`src/rtl/instr_fetch.sv`:
```
// Instruction fetch stage: holds the PC, reads the instruction ROM and hands {pc, instr} to decode.
// Optional performance counters are built when FETCH_PERF_EN is defined; otherwise both perf ports read zero.
module instr_fetch #(
   parameter int unsigned ADDR_W     = 5,
   parameter logic [31:0] RESET_PC   = 32'h0,
   parameter logic [31:0] HALT_INSTR = 32'h0000007F
) (
   input  logic              clk,
   input  logic              rst,
   output logic [ADDR_W-1:0] rom_addr,
   input  logic [31:0]       rom_data,
   input  logic              redirect_valid,
   input  logic [31:0]       redirect_pc,
   input  logic              id_ready,
   output logic              if_valid,
   output logic [31:0]       if_instr,
   output logic [31:0]       if_pc,
   output logic              halted,
   output logic              fault,
   output logic [31:0]       perf_fetch_cnt,
   output logic [31:0]       perf_stall_cnt
);

   typedef enum logic [1:0] {
      ST_RUN   = 2'd0,
      ST_HALT  = 2'd1,
      ST_FAULT = 2'd2
   } state_t;

   localparam logic [31:0] PC_LIMIT = 32'd4 << ADDR_W;

   state_t      state_q, state_d;
   logic [31:0] pc_q, pc_d;
   logic [31:0] instr_q, instr_d;
   logic [31:0] ipc_q, ipc_d;
   logic        valid_q, valid_d;
   logic        fault_q, fault_d;
   logic        load;
   logic        redirect_bad;
   logic        pc_bad;

   // Handshake: the output register {if_pc, if_instr} is offered while if_valid=1 and
   // is consumed on a cycle with if_valid && id_ready; it holds while if_valid && !id_ready.
   assign load         = !valid_q || id_ready;
   assign redirect_bad = (redirect_pc[1:0] != 2'b00) || (redirect_pc >= PC_LIMIT);
   assign pc_bad       = (pc_q[1:0] != 2'b00) || (pc_q >= PC_LIMIT);

   always_comb begin
      state_d = state_q;
      pc_d    = pc_q;
      instr_d = instr_q;
      ipc_d   = ipc_q;
      valid_d = valid_q;
      fault_d = fault_q;
      case (state_q)
         ST_FAULT: begin
            valid_d = 1'b0;
         end
         default: begin
            if (redirect_valid) begin
               // Bad targets leave pc untouched so rom_addr stays frozen in FAULT.
               valid_d = 1'b0;
               if (redirect_bad) begin
                  state_d = ST_FAULT;
                  fault_d = 1'b1;
               end else begin
                  pc_d    = redirect_pc;
                  state_d = ST_RUN;
               end
            end else if (state_q == ST_HALT) begin
               if (id_ready) valid_d = 1'b0;
            end else if (pc_bad) begin
               state_d = ST_FAULT;
               fault_d = 1'b1;
               valid_d = 1'b0;
            end else if (load) begin
               valid_d = 1'b1;
               instr_d = rom_data;
               ipc_d   = pc_q;
               if (rom_data == HALT_INSTR) state_d = ST_HALT;
               else                        pc_d    = pc_q + 32'd4;
            end
         end
      endcase
   end

   always_ff @(posedge clk or posedge rst) begin
      if (rst) begin
         state_q <= ST_RUN;
         pc_q    <= RESET_PC;
         instr_q <= 32'h0;
         ipc_q   <= 32'h0;
         valid_q <= 1'b0;
         fault_q <= 1'b0;
      end else begin
         state_q <= state_d;
         pc_q    <= pc_d;
         instr_q <= instr_d;
         ipc_q   <= ipc_d;
         valid_q <= valid_d;
         fault_q <= fault_d;
      end
   end

   assign rom_addr = pc_q[ADDR_W+1:2];
   assign if_valid = valid_q;
   assign if_instr = instr_q;
   assign if_pc    = ipc_q;
   assign halted   = (state_q == ST_HALT) && !valid_q;
   assign fault    = fault_q;

`ifdef FETCH_PERF_EN
   logic [31:0] fetch_cnt_q, fetch_cnt_d;
   logic [31:0] stall_cnt_q, stall_cnt_d;

   always_comb begin
      fetch_cnt_d = fetch_cnt_q;
      stall_cnt_d = stall_cnt_q;
      if (valid_q && id_ready)  fetch_cnt_d = fetch_cnt_q + 32'd1;
      if (valid_q && !id_ready) stall_cnt_d = stall_cnt_q + 32'd1;
   end

   always_ff @(posedge clk or posedge rst) begin
      if (rst) begin
         fetch_cnt_q <= 32'h0;
         stall_cnt_q <= 32'h0;
      end else begin
         fetch_cnt_q <= fetch_cnt_d;
         stall_cnt_q <= stall_cnt_d;
      end
   end

   assign perf_fetch_cnt = fetch_cnt_q;
   assign perf_stall_cnt = stall_cnt_q;
`else
   assign perf_fetch_cnt = 32'h0;
   assign perf_stall_cnt = 32'h0;
`endif

endmodule

```
`config.mk`:
```
export PLATFORM = sky130hd
export DESIGN_NAME = instr_fetch
export DESIGN_NICKNAME = d
export VERILOG_FILES = /design/src/rtl/instr_fetch.sv
export SDC_FILE = /design/constraint.sdc
export NUM_CORES = 1
export LEC_CHECK = 0
export ABC_CLOCK_PERIOD_IN_PS = 3300
export BUFFER_PORTS_ARGS = -buffer_cell sky130_fd_sc_hd__buf_2
export CORE_MARGIN = 2
export CORE_UTILIZATION = 35
export CTS_BUF_LIST = sky130_fd_sc_hd__clkbuf_16
export CTS_CLUSTER_DIAMETER = 30
export DETAILED_ROUTE_END_ITERATION = 6
export GPL_ROUTABILITY_DRIVEN = 0
export GPL_TIMING_DRIVEN = 0
export PLACE_DENSITY_LB_ADDON = 0.15
export SLEW_MARGIN = 20
export SYNTH_ARGS = -nofsm -noshare
export SYNTH_HDL_FRONTEND = slang
export SYNTH_SLANG_ARGS = --single-unit
```
`constraint.sdc`:
```
create_clock -name clk -period 3.3 [get_ports clk]
set_clock_uncertainty 0.1 [all_clocks]
set_input_delay 0.33 -clock clk [delete_from_list [all_inputs] [get_ports clk]]
set_output_delay 0.33 -clock clk [all_outputs]
set_load 0.01 [all_outputs]
```
* Word level (Yosys, flattened, before mapping)
Cells that the tools add are included.
** Word-level totals
- Input port bits :: 68
- Word-level logic and storage cells :: 61
- Register bits :: 100
- Output and inout port bits :: 136
** Cells by class
- Muxes and demuxes :: 22
- Reductions and logical operators :: 17
- Add/sub/neg operators :: 1
- $lt $le $gt $ge :: 2
- Bitwise gates (word level) :: 4
- Equal/unequal tests :: 9
** Operators by type and width (count)
- $mux W32 :: 6
- $ge A32 B8 Y1 const B :: 2
- $add A32 B3 Y32 const B :: 1
- $eq A32 B7 Y1 const B :: 1
- $mux W2 :: 6
- $mux W1 :: 10
- $ne A2 B2 Y1 const B :: 4
- $reduce_and A4 Y1 :: 2
- $reduce_bool A2 Y1 :: 4
- $reduce_and A6 Y1 :: 1
- $reduce_bool A3 Y1 :: 2
- $reduce_and A5 Y1 :: 1
- $reduce_bool A5 Y1 :: 1
- $ne A4 B3 Y1 const B :: 1
- $not A1 Y1 :: 4
- $logic_or A1 B1 Y1 :: 3
- $eq A2 B1 Y1 const B :: 1
- $eq A2 B2 Y1 const B :: 1
- $ne A2 B1 Y1 const B :: 1
- $reduce_and A2 Y1 :: 1
- $logic_and A1 B1 Y1 :: 1
- $logic_not A1 Y1 :: 1

* Depth between registers and ports, before layout
Gate-level depths: netlist of run 1.
- Word-level depth :: 7
- Gate-level depth with buffers :: 8
- Mapped depth without buffers :: 5

* Worst setup path after synthesis of run 1
Ideal clock, no wire load.
- Path kind :: register -> register
- Start :: register pc_q[19]
- End :: register instr_q[10], in the netlist if_instr[10]
- Library setup time :: 125 ps
- Stages on the path, launching flop included :: 9
- Clock period less this slack :: 2465 ps
- Arrival time :: 2240 ps
- Buffers on the path :: 3
- Setup slack :: 835 ps
- Path through :: dfrtp_1 -> nor4_1 -> nand4_1 -> or2_1 -> buf_2 -> or4b_4 -> buf_6 -> buf_12 -> mux2_4
** On the way
- Longest elaborated chain between the ends :: 4
** RTL lines
- start: declaration :: RTL line 33 : logic [31:0] pc_q, pc_d;
- start signal: assignment :: RTL line 97 : pc_q <= pc_d;
- $ge A32 B8 Y1 :: RTL line 46 : assign pc_bad = (pc_q[1:0] != 2'b00) || (pc_q >= PC_LIMIT);
- $logic_or A1 B1 Y1 :: RTL line 46
- $not A1 Y1 (no source line)
- $reduce_and A5 Y1 (no source line)
- end signal: assignment :: RTL line 98 : instr_q <= instr_d;
- end: declaration :: RTL line 34 : logic [31:0] instr_q, instr_d;
Every way passes these cells.
A chain may end at the register's enable or synchronous reset.

* Final worst setup path of run 1
- Start :: register pc_q[8]
- End :: register pc_q[15]
** On the way
- Longest elaborated chain between the ends :: 6
- Elaborated cells between the ends (all ways) :: 10
- Classes of those cells :: add/sub (1); order compare (1); eq/ne (1); mux (5); reduce/logical (2)
** RTL lines
- $add A32 B3 Y32 :: RTL line 81 : else pc_d = pc_q + 32'd4;
- $mux W32 :: RTL line 80 : if (rom_data == HALT_INSTR) state_d = ST_HALT;
- $mux W32 :: RTL line 76 : end else if (load) begin
- $mux W32 :: RTL line 72 : end else if (pc_bad) begin
- $mux W32 :: RTL line 70 : end else if (state_q == ST_HALT) begin
- $mux W32 :: RTL line 60 : if (redirect_valid) begin
Parallel ways exist; a longest one is shown, timed or not. The select of a mux whose other input is x is not followed.

==> results of run 1 <==
[how the worst max path moves through the flow]
stage,startpoint,end,slack (ns),cells after the start
CTS,pc_q[8],pc_q[26],0.38,6
floorplan,rst,fault,0.25,1
global placement,rst,if_instr[8],-0.92,2
finish,pc_q[8],pc_q[15],0.41,6
detailed placement,rom_data[9],pc_q[2],0.26,7
global route,pc_q[8],pc_q[2],0.12,6
[repair_timing]
| action | CTS | global route |
|---|---|---|
| endpoints found under the hold margin | 28 | 0 |
| hold buffers | 1 | 0 |
| endpoints found under the setup margin | 0 | 0 |
[critical path: cells and delay by family, from the launching register on]
family,cells,cell delay (ns)
flops,1,0.38
compound gates,2,1.21
simple gates,3,0.78
buf+inv,1,0.31
[logic make-up (layout without fill, tap and decap cells)]
logic type	after synthesis	in the layout
flops	100	100
buf+inv	87	244
other cells	1	64
compound gates	26	26
mux	40	40
simple gates	110	110
fa+ha+maj	2	2
[power groups by stage]
stage	logic, mW	clock network [mW]	registers, mW
detailed placement	0.546	0	1.43
global route	0.597	1.11	1.42
finish	0.547	1.01	1.40
floorplan	0.309	0	1.46
global placement	0.541	0	1.42
CTS	0.551	1.05	1.40
[state kept, by name, indices dropped and copies added (netlist names)]
register / count
state_q: 2
fault: 1
if_instr: 32
if_valid: 1
if_pc: 32
pc_q: 32
[cells in the mapped netlist, types with 3 or more instances]
cell        n  share of area
dfrtp_1   100           0.54
buf_4      69           0.11
and2_1     53          0.072
mux2_4     33           0.11
nor4_1     15          0.020
nand2_1     7         0.0057
inv_1       6         0.0049
nand3_1     6         0.0065
nor2_1      6         0.0049
clkbuf_1    5         0.0041
mux2_2      5          0.012
nand4_1     4         0.0054
a21oi_1     3         0.0032
buf_12      3          0.013
nand2b_1    3         0.0041
o22ai_1     3         0.0041
[placed cells by master, fill, tap and decap left out, types with 3 or more instances in the layout]
master | netlist | routed
a21oi_1 | 3 | 3
and2_1 | 53 | 53
buf_12 | 3 | 3
buf_2 | 1 | 140
buf_4 | 69 | 69
clkbuf_1 | 5 | 5
clkbuf_16 | 0 | 9
clkinv_1 | 1 | 4
conb_1 | 1 | 64
dfrtp_1 | 100 | 100
inv_1 | 6 | 6
mux2_2 | 5 | 5
mux2_4 | 33 | 33
nand2_1 | 7 | 7
nand2b_1 | 3 | 3
nand3_1 | 6 | 6
nand4_1 | 4 | 4
nor2_1 | 6 | 6
nor4_1 | 15 | 15
o22ai_1 | 3 | 3
[per-layer routing]
layer,up-vias,global-route usage,part of all wire
met3,8,0.0417,0.074
met4,0,0.0402,0.011
met2,124,0.207,0.45
met5,-,0,0
li1,1558,-,-
met1,1528,0.198,0.46
[final cells by class]
class                      count  area, µm²
sequential                   100       2500
buffer                        80        624
clock inverter                 7       58.8
fill                        1210       6970
clock buffer                   9        225
tap                          176        220
inverter                       7       31.3
multi-input combinational    242       1720
timing repair buffer         141        733
[through the flow]
step	cells	hold WS, ns	area [µm²]	utilization	total power, mW
2_1_floorplan	429	0.354	4870	-	1.77
3_3_place_gp	744	0.349	5790	0.442	1.96
3_5_place_dp	745	0.216	5820	0.445	1.97
4_1_cts	762	0.126	6110	0.467	3.00
5_1_grt	762	0.120	6110	0.467	3.12
6_report	762	0.138	6110	0.467	2.96
==> results.yml, run 1 <==
power_and_ir_drop:
  power_density_mw_per_mm2: 484
  seqPwrFrac: 0.474
  switching_power_uw: 747
  sw_frac_of_total: 0.253
  intPower_mw: 2.21
  p_comb_frac: 0.185
  leakage_nw: 3.46
  ir_worst_vdd_v: 0.000219
  pwr-share-clk: 0.341
grt:
  grt-ovfl-total: 0
  track_usage: 0.140
  antenna_found_initial: 0
  grt_pass1_vias: 3044
  grt_start_max_net_pins: 73
  grt_pass1_wl_um: 15700
timing:
  rsz0062_at_grt: "false"
  hold_viol: 0
  relSlewSlack: 0.377
  setup_viol: 0
  layout_min_cycle_time_ns: 2.89
  fin_ws_ns: 0.409
  report.final.slew_viol_count: 0
  max_clock_freq_mhz: 346
  tightest_slew_ns: 0.926
  fin_tns_setup_ns: 0
  finalCritPeriodShare: 0.876
die:
  die_h_um: 119
  rows: 42
  dieWidth_um: 119
  io_pins: 204
  fp.coreArea_mm2: 0.0131
  initial_core_util: 0.354
  die-area_mm2: 0.0142
synthesis:
  synth-seq-cells: 100
  synth_top_flop_cell: "dfrtp_1"
  synth_xor_area_frac: 0
  synth_compound_area_frac: 0.0440
  synth_enable_flop_cells: 0
  synth_cell_types: 48
  synth-simple-area-share: 0.146
  synthMuxAreaShare: 0.123
  netlist_area_mm2: 0.00463
  synthArstFlopShare: 1.00
  seq_area_frac_synth: 0.540
  synth_area_per_cell_um2: 12.7
  synthAdderAreaFrac: 0.00540
  synth_top_family_by_area: "simple AND/OR/NAND/NOR gates"
  syn_inst: 366
  yosysWarnings: 0
min_path:
  min_to: "if_instr[26]"
  min_path_type: "primary input to flip-flop"
  whs_path_depth: 2
  worstHoldStart: "rom_data[26]"
critical_path:
  cp-end-kind: "flip-flop"
  reg2regPathDepth: 6
  crit_type: "flip-flop to flip-flop"
  r2r-start: "pc_q[8]"
  arrival_ns: 3.02
  critPathLaunchType: "flip-flop"
  r2r_end: "pc_q[15]"
  reg2reg_slack_ns: 0.41
  critPathMaxStageDelay_ns: 0.84
  cpMaxStageDelayCell: "o31ai_1"
  path_cells: "nor4_1, nand4_1, o31ai_1, o211ai_2, clkbuf_1, and2_1"
  cp.required_ns: 3.43
  cp_max_fo: 10
detailed_routing:
  drc: 0
  vias_per_cell: 4.22
  ant_nets: 0
  dr.pass1.iters: 4
  drt_iter0_markers: 158
  wire_per_inst_um: 12.9
  vias: 3218
  wl_um: 9820
clocking:
  cts-resized-gates: 0
  insertion_delay_ns: 0.34
  cts_buffers: 9
  cts.sinks: 100
  root_buffer: "clkbuf_16"
  cts_setup_buffers: 0
  clockBufferDepth: 2
  h-tree-depth: 3
  clkTransAtPathRegs_ns: 0.07
  cts_tree: "yes"
layout:
  area_delta_synth_final_pct: 31.9
  n_antenna_cell: 0
  drive_gt1_frac: 0.464
  finalNetCount: 651
flow_run:
  drv_cap: 0
place:
  numPortBuffers: 139
  dp_hpwl_um: 7400
  pre_cts_ws_ns: 0.258
outcome:
  outcome: "finished clean"
No activity file was read; power rests on OpenSTA's default activity.
==> run 2: changes to the inputs <==
CORE_ASPECT_RATIO = 0.7   (was unset)
CTS_CLUSTER_DIAMETER = 120   (was 30)
CTS_CLUSTER_SIZE = 14   (was unset)
==> run 2 against run 1 <==
  * Sequential share of layout area barely moved
  * Clock power barely moved
  * Cell area is essentially flat
  * Maximum frequency increased by 0.21%
  * First-iteration DRC count shrank 9.5%
  * Largest cell class unchanged
==> results.yml, run 2 (synthesized netlist as in run 1, its figures left out) <==
die:
  fp.coreArea_mm2: 0.0131
  die_h_um: 100
  die-area_mm2: 0.0142
  rows: 35
  initial_core_util: 0.355
  dieWidth_um: 142
  io_pins: 204
clocking:
  clkTransAtPathRegs_ns: 0.07
  insertion_delay_ns: 0.34
  cts_setup_buffers: 0
  root_buffer: "clkbuf_16"
  cts.sinks: 100
  cts_tree: "yes"
  clockBufferDepth: 2
  h-tree-depth: 3
  cts_buffers: 9
detailed_routing:
  vias: 3142
  ant_nets: 0
  wl_um: 9960
  drt_iter0_markers: 143
  vias_per_cell: 4.18
  dr.pass1.iters: 4
  wire_per_inst_um: 13.2
  drc: 0
timing:
  setup_viol: 0
  max_clock_freq_mhz: 347
  hold_viol: 0
  tightest_slew_ns: 0.839
  finalCritPeriodShare: 0.874
  layout_min_cycle_time_ns: 2.89
  relSlewSlack: 0.436
  fin_ws_ns: 0.415
  rsz0062_at_grt: "false"
  report.final.slew_viol_count: 0
  fin_tns_setup_ns: 0
layout:
  area_delta_synth_final_pct: 31.9
  regArea_mm2: 0.00250
  multi_input_area_mm2: 0.00172
  final_common_cell: "buf_2"
  finalNetCount: 651
  fillers: 1208
  drive_gt1_frac: 0.469
  final_cell_mix: "buf_2, dfrtp_1, buf_4, conb_1, and2_1"
  n_antenna_cell: 0
  final_area_mm2: 0.00611
critical_path:
  arrival_ns: 3.01
  critPathLaunchType: "flip-flop"
  cp_max_fo: 10
  cp-end-kind: "flip-flop"
  cp.required_ns: 3.42
  r2r-start: "pc_q[16]"
  startpoint: "pc_q[16]"
  crit_type: "flip-flop to flip-flop"
grt:
  grt_pass1_wl_um: 15700
  grt_pass1_vias: 2946
  antenna_found_initial: 0
  track_usage: 0.142
  grt-ovfl-total: 0
  grt_start_max_net_pins: 59
place:
  pre_cts_ws_ns: 0.158
  dp_hpwl_um: 7710
  placed_cell_area_mm2: 0.00581
  numPortBuffers: 139
power_and_ir_drop:
  power_density_mw_per_mm2: 489
  ir_worst_vdd_v: 0.000285
  leakage_nw: 3.47
min_path:
  worstHoldStart: "rom_data[7]"
  min_path_type: "primary input to flip-flop"
outcome:
  outcome: "finished clean"
flow_run:
  drv_cap: 0
==> run 2: path summary, 6_finish.rpt <==
path                                to  slack, ns  cells past startpoint
max reg2reg                   pc_q[24]       0.41                      6
min in group asynchronous    if_pc[26]       0.44                      3
min                        if_instr[7]       0.13                      2
max in group asynchronous     if_pc[6]       2.05                      4
max                           pc_q[24]       0.41                      6
min reg2reg                      fault       0.37                      2
==> run 2: per-layer routing <==
metal | share of wire | vias up | GRT usage
met5 | 0 | - | 0
li1 | - | 1551 | -
met1 | 0.48 | 1469 | 0.203
met2 | 0.45 | 111 | 0.210
met4 | 0.012 | 0 | 0.0446
met3 | 0.065 | 11 | 0.0406
==> run 2: layout make-up <==
cell class,instances,share of cell area
tap,166,0.0340
buffer,80,0.102
multi-input combinational,242,0.281
inverter,7,0.00512
clock buffer,9,0.0369
clock inverter,7,0.0113
sequential,100,0.410
timing repair buffer,141,0.120
==> run 2: through the flow <==
step | utilization | instances | power (mW) | hold slack [ns]
3_5_place_dp | 0.445 | 735 | 1.98 | 0.269
5_1_grt | 0.468 | 752 | 3.16 | 0.114
4_1_cts | 0.468 | 752 | 3.04 | 0.111
6_report | 0.468 | 752 | 2.99 | 0.130
2_1_floorplan | - | 429 | 1.77 | 0.354
3_3_place_gp | 0.442 | 734 | 1.96 | 0.364
==> run 2: worst max-delay path, cell delays in order, from the launching register on <==
cell and delay (ns):
dfrtp_1 0.38, nor4_1 0.38, nand4_1 0.23, o31ai_1 0.78, o211ai_2 0.37, clkbuf_1 0.31
and2_1 0.23
==> run 2: timing repair <==
item | in CTS | in global routing
resized for setup | 0 | 0
hold buffers | 1 | 0
hold endpoints to repair | 42 | 0
==> run 2: report_power, final <==
| part | leakage [nW] | switching (mW) | internal (mW) |
|---|---|---|---|
| Combinational | 2.01 | 0.245 | 0.303 |
| Sequential | 1.31 | 0.0766 | 1.33 |
| Clock | 0.147 | 0.448 | 0.585 |
